$ cat config.mk
export PLATFORM = sky130hd
export DESIGN_NAME = vend_ctrl
export DESIGN_NICKNAME = d
export VERILOG_FILES = /design/src/rtl/vend_ctrl.sv
export SDC_FILE = /design/constraint.sdc
export NUM_CORES = 1
export LEC_CHECK = 0
export BUFFER_PORTS_ARGS = -buffer_cell sky130_fd_sc_hd__buf_2
export CAP_MARGIN = 0
export CORE_MARGIN = 2
export CORE_UTILIZATION = 40
export CTS_CLUSTER_DIAMETER = 30
export DETAILED_ROUTE_END_ITERATION = 8
export GPL_ROUTABILITY_DRIVEN = 0
export GPL_TIMING_DRIVEN = 0
export PLACE_DENSITY = 0.84
export SYNTH_ARGS = -nofsm -noshare
export SYNTH_HDL_FRONTEND = slang
export SYNTH_SLANG_ARGS = --single-unit
$ cat constraint.sdc
create_clock -name CLK -period 1.8 [get_ports CLK]
set_input_delay 0.09 -clock CLK [delete_from_list [all_inputs] [get_ports CLK]]
set_output_delay 0.09 -clock CLK [all_outputs]
set_load 0.03 [all_outputs]
$ cat src/rtl/vend_ctrl.sv
// Sequencing FSM for the vending-machine datapath: coin intake, cost check, dispense, change return.
// Optional idle-credit auto-refund is compiled in when VEND_TIMEOUT_EN is defined.
module vend_ctrl #(
    parameter int TIMEOUT_CYC = 1000,
    parameter int TO_W        = 10
) (
    input  logic       CLK,
    input  logic       RST,
    input  logic       coin_valid,
    input  logic [1:0] coin_type,
    input  logic       order,
    input  logic       cancel,
    input  logic       price_ld,
    input  logic       Z,
    input  logic       Z2,
    input  logic       exceed,
    input  logic       ready,
    input  logic [6:0] A,
    output logic       LD_A,
    output logic       LD_B,
    output logic       LD_C,
    output logic       LD_D,
    output logic       LD_E,
    output logic       LD_CNT,
    output logic       LD_MEM,
    output logic       CD_D,
    output logic       CD_CNT,
    output logic       Sel_DIV_IN,
    output logic [1:0] Sel_A_IN,
    output logic [1:0] Sel_ADD_IN,
    output logic [1:0] Sel_DIVISOR,
    output logic       DP_RST,
    output logic       dispense,
    output logic       chg10,
    output logic       chg1,
    output logic       overflow,
    output logic       no_money,
    output logic       busy
);

    localparam logic [3:0] IDLE     = 4'd0;
    localparam logic [3:0] COIN_CHK = 4'd1;
    localparam logic [3:0] COST     = 4'd2;
    localparam logic [3:0] CHECK    = 4'd3;
    localparam logic [3:0] DISP     = 4'd4;
    localparam logic [3:0] CHG_LD   = 4'd5;
    localparam logic [3:0] CHG_TEN  = 4'd6;
    localparam logic [3:0] CHG_LD1  = 4'd7;
    localparam logic [3:0] CHG_ONE  = 4'd8;
    localparam logic [3:0] DONE     = 4'd9;

    logic [3:0] state;
    logic [3:0] state_nxt;
    logic       timeout_hit;

`ifdef VEND_TIMEOUT_EN
    logic [TO_W-1:0] to_cnt;
    logic            to_run;

    // Counter only advances while credit sits untouched in IDLE
    assign to_run      = (state == IDLE) && (A != 7'd0) && !coin_valid && !order && !price_ld;
    assign timeout_hit = to_run && (to_cnt == TO_W'(TIMEOUT_CYC - 1));

    always_ff @(posedge CLK) begin
        if (RST) begin
            to_cnt <= '0;
        end else if (to_run && !timeout_hit) begin
            to_cnt <= to_cnt + 1'b1;
        end else begin
            to_cnt <= '0;
        end
    end
`else
    logic unused_cfg;

    assign timeout_hit = 1'b0;
    assign unused_cfg  = ^{A, TO_W'(TIMEOUT_CYC)};
`endif

    always_ff @(posedge CLK) begin
        if (RST) begin
            state <= IDLE;
        end else begin
            state <= state_nxt;
        end
    end

    // Outputs are held low for the whole reset cycle so no strobe leaks to the datapath
    always_comb begin
        state_nxt   = state;
        LD_A        = 1'b0;
        LD_B        = 1'b0;
        LD_C        = 1'b0;
        LD_D        = 1'b0;
        LD_E        = 1'b0;
        LD_CNT      = 1'b0;
        LD_MEM      = 1'b0;
        CD_D        = 1'b0;
        CD_CNT      = 1'b0;
        Sel_DIV_IN  = 1'b0;
        Sel_A_IN    = 2'b00;
        Sel_ADD_IN  = 2'b00;
        Sel_DIVISOR = 2'b00;
        DP_RST      = 1'b0;
        dispense    = 1'b0;
        chg10       = 1'b0;
        chg1        = 1'b0;
        overflow    = 1'b0;
        no_money    = 1'b0;
        busy        = 1'b0;
        if (!RST) begin
            busy = (state != IDLE);
            case (state)
                IDLE: begin
                    if (price_ld) begin
                        LD_MEM = 1'b1;
                    end else if (coin_valid) begin
                        Sel_ADD_IN = coin_type;
                        Sel_A_IN   = 2'b00;
                        LD_A       = 1'b1;
                        state_nxt  = COIN_CHK;
                    end else if (cancel || timeout_hit) begin
                        state_nxt = CHG_LD;
                    end else if (order) begin
                        LD_C      = 1'b1;
                        LD_D      = 1'b1;
                        state_nxt = COST;
                    end
                end
                COIN_CHK: begin
                    // Credit above 20 is clamped; the excess is forfeited
                    if (exceed) begin
                        Sel_A_IN = 2'b10;
                        LD_A     = 1'b1;
                        overflow = 1'b1;
                    end
                    state_nxt = IDLE;
                end
                COST: begin
                    LD_E      = 1'b1;
                    state_nxt = CHECK;
                end
                CHECK: begin
                    if (ready) begin
                        Sel_A_IN  = 2'b11;
                        LD_A      = 1'b1;
                        state_nxt = DISP;
                    end else begin
                        no_money  = 1'b1;
                        state_nxt = IDLE;
                    end
                end
                DISP: begin
                    if (Z2) begin
                        state_nxt = CHG_LD;
                    end else begin
                        CD_D     = 1'b1;
                        dispense = 1'b1;
                    end
                end
                CHG_LD: begin
                    Sel_DIV_IN  = 1'b1;
                    Sel_DIVISOR = 2'b10;
                    LD_CNT      = 1'b1;
                    LD_B        = 1'b1;
                    state_nxt   = CHG_TEN;
                end
                CHG_TEN: begin
                    if (Z) begin
                        state_nxt = CHG_LD1;
                    end else begin
                        CD_CNT = 1'b1;
                        chg10  = 1'b1;
                    end
                end
                CHG_LD1: begin
                    Sel_DIV_IN  = 1'b0;
                    Sel_DIVISOR = 2'b00;
                    LD_CNT      = 1'b1;
                    state_nxt   = CHG_ONE;
                end
                CHG_ONE: begin
                    if (Z) begin
                        state_nxt = DONE;
                    end else begin
                        CD_CNT = 1'b1;
                        chg1   = 1'b1;
                    end
                end
                DONE: begin
                    DP_RST    = 1'b1;
                    state_nxt = IDLE;
                end
                default: begin
                    state_nxt = IDLE;
                end
            endcase
        end
    end

endmodule

==> key figures <==
Run status
  – Status: completed

Clocking
  – CTS buffer count: 3
  – Worst skew pair latency: between 0.2 and 0.25 ns
  – CTS tree: built
  – Clock Path Buffers: 2
  – Clk pin slew, worst setup/hold paths: 0.03 ns
  – Root Buffer: clkbuf_4
  – H-tree depth: 1
  – CTS sink count: 4
  – CTS Hold Bufs: 0

Global routing
  – Initial antenna violation count: 0
  – Largest net degree at the start of global routing: 11
  – Gr ovfl total: 0
  – Vias in the first global route: 612
  – First-pass GRT wire length: ~2700 um
  – GRT Total Usage: 19.4%

Pwr
  – Net Sw Power: ~560 uW
  – Worst vdd ir: 0.798 mV
  – P_leak: between 0.4 and 0.5 nW
  – Combinational power share: between 70% and 80%
  – Clk pwr share: about a tenth
  – Switch share: approximately 53%
  – Design Power: 1.06 mW
  – PwrDens: about 1300 mW/mm^2
  – Internal: between 400 and 500 uW
  – Seq pwr share: 16.1%

Finish
  – Filler cells: ~130
  – Multi-input gate area: 450 sq um
  – Storage cell area: 80.1 sq um
  – Largest reg by FF count: state
  – Max reg flops: 4
  – Biggest regs: state: 4 flops
  – Final core utilization: between 60% and 70%
  – Synth-to-layout area growth: 38.7%
  – Diode count: 0
  – Nets: 136
  – Non-filler instance count after layout: 130
  – Ratio of cells with drive above 1 in the final layout: a little under half

Placement
  – Pre-CTS WS: around 0.14 ns
  – Dpl hpwl: 1340 um
  – DP Cell Count: around 130
  – Port Buffer Count: 33

Synth
  – Post-synthesis sequential area ratio: a little over an eighth
  – YS warnings: 0
  – Largest area contributor in the netlist: dfxtp_1
  – Syn_nets: 97
  – Mapped Cells: 78
  – Seq cells post-synth: 4
  – Mean Syn Cell Area: around 7.6 sq um
  – Top-area cell type share of the netlist area: between 10% and 20%
  – Mapped Area: 594 sq um
  – Synth area leaders: dfxtp_1 13%, nor3_1 7.6%, buf_4 7.6%
  – Netlist cell types: 37

STA
  – PnR worst setup slack: 0.113 ns
  – Fin. Hold Viols: 0
  – Unrepaired setup endpoints after global routing: no
  – Final count of negative-setup-slack endpoints: 0
  – Fin crit share: 93.7%
  – Tmin final: between 1.5 and 2 ns
  – FMAX: between 0.5 and 0.6 GHz
  – Slew Limit Fails: 0
  – Worst Hold Slack: around 0.29 ns
  – Skew final: ~0.00014 ns

Routing
  – Number of DRC markers in iteration 0: 12
  – Drt wl/cell: 13.4 um
  – Final wirelength: ~1700 um
  – DR vias/cell: approximately 5.6
  – DR vias: 725
  – Drt first pass iters: 4
  – DRC Markers: 0
  – Final ANT Viol Nets: 0

Setup path
  – WP data required: between 1.5 and 2 ns
  – Max incr delay on CP: 0.33 ns
  – Type of the worst setup path: reg2out
  – Worst path bufs/invs: 3
  – Slowest cell on the critical path: dfxtp_1
  – CP arrival: 1.60 ns
  – Top cell by count, worst path: buf_2
  – Crit path cell chain: buf_2, nor3_4, and2_1, and4b_1, buf_4, buf_2
  – Crit. End Element: output pin
  – Crit start category: flip-flop
  – CP Max Fanout: 10
  – Cell family with most CP delay: simple AND/OR/NAND/NOR gates

Floorplan
  – Die width: 42.5 um
  – Chip Height: roughly 43 um
  – Initial Utilization: 44.0%
  – # rows: 13
  – # IOs: 42
  – Core footprint: ~0.0014 sq mm
  – Die area: 0.00181 sq mm

Run
  – # Max-Cap Violations: 0

Hold path
  – Min-Delay Path Class: in2reg
[metrics by stage]
step | setup TNS [ns] | area, sq um
3_3_place_gp | 0 | 788
4_1_cts | 0 | 825
3_5_place_dp | 0 | 788
2_1_floorplan | -0.0166 | 604
6_report | 0 | 825
5_1_grt | 0 | 825
[tightest hold or removal path, cell delays in order]
cell,delay (ns)
buf_2,0.10
a2111o_1,0.13
o311a_1,0.16
[per-layer routing]
layer | part of all wire [%] | vias up | track usage [%]
met5 | 0 | - | 0
met4 | 1.3 | 0 | 7.50
met3 | 4.9 | 2 | 5.17
met2 | 49 | 30 | 32.3
met1 | 44 | 337 | 23.5
li1 | - | 356 | -
[path summary, 6_finish.rpt]
check	cells after the start	slack (ns)	to	start
worst max-delay path	6	0.11	LD_D	state[3]
worst min-delay path	3	0.29	state[3]	Z2
worst max register to register	4	0.40	state[3]	state[3]
worst min register to register	2	0.68	state[0]	state[0]
[cells by family after synthesis]
kind of cell    count (synthesis)  share of synthesized area (%)
flops                           4                           13.5
mux                             2                           3.79
compound gates                 11                           17.3
simple gates                   48                           48.6
buf+inv                        11                           13.5
other cells                     1                          0.631
xor+xnor                        1                           2.74
[synthesized netlist by cell type (all sizes together)]
library cell / count
a2111o: 2
a2111oi: 1
a211oi: 1
a21oi: 2
a22oi: 1
and2: 1
and3: 4
and4: 1
and4b: 2
buf: 9
clkbuf: 1
conb: 1
dfxtp: 4
inv: 1
mux2: 2
nand2: 5
nand2b: 3
nand3: 1
nor2: 8
nor2b: 2
nor3: 10
nor3b: 4
nor4: 2
o21ai: 1
o311a: 1
o311ai: 1
o41ai: 1
or2: 3
or2b: 1
or3: 1
xor2: 1
[what timing repair did]
| action | in CTS | in global routing |
|---|---|---|
| endpoints found under the setup margin | 2 | 0 |
| endpoints found under the hold margin | 0 | 0 |
| resized for setup | 1 | 0 |
| setup buffers | 1 | 0 |
[cell type report]
cell class / instances / share of cell area, %
buffer: 10 / 9.26
clock buffer: 3 / 2.73
inverter: 1 / 0.455
sequential: 4 / 9.71
tap: 15 / 2.28
multi-input combinational: 63 / 54.6
timing repair buffer: 34 / 20.9
[power groups by stage]
stage / Combinational [mW] / Clock, mW / Sequential, mW
after global routing: 0.836 / 0.114 / 0.175
final: 0.781 / 0.107 / 0.171
after global placement: 0.732 / 0 / 0.166
after floorplan: 0.588 / 0 / 0.161
after detailed placement: 0.745 / 0 / 0.169
after CTS: 0.771 / 0.113 / 0.168
[cell usage in the layout, fill, tap and decap left out, types with 2 or more instances in the layout]
cell | Yosys | final
nand2_1 | 5 | 5
a21oi_1 | 2 | 2
mux2_1 | 2 | 2
and4b_1 | 2 | 2
or2_1 | 2 | 2
a2111o_1 | 2 | 2
nor3_1 | 9 | 7
nor2_1 | 8 | 8
nor2b_1 | 2 | 2
clkbuf_4 | 0 | 3
buf_2 | 1 | 34
nand2b_1 | 2 | 2
nor3_2 | 1 | 2
buf_4 | 6 | 7
dfxtp_1 | 4 | 4
nor3b_1 | 4 | 4
and3_1 | 4 | 4
buf_6 | 2 | 2
Note: power is estimated with default switching activity, not from simulation.
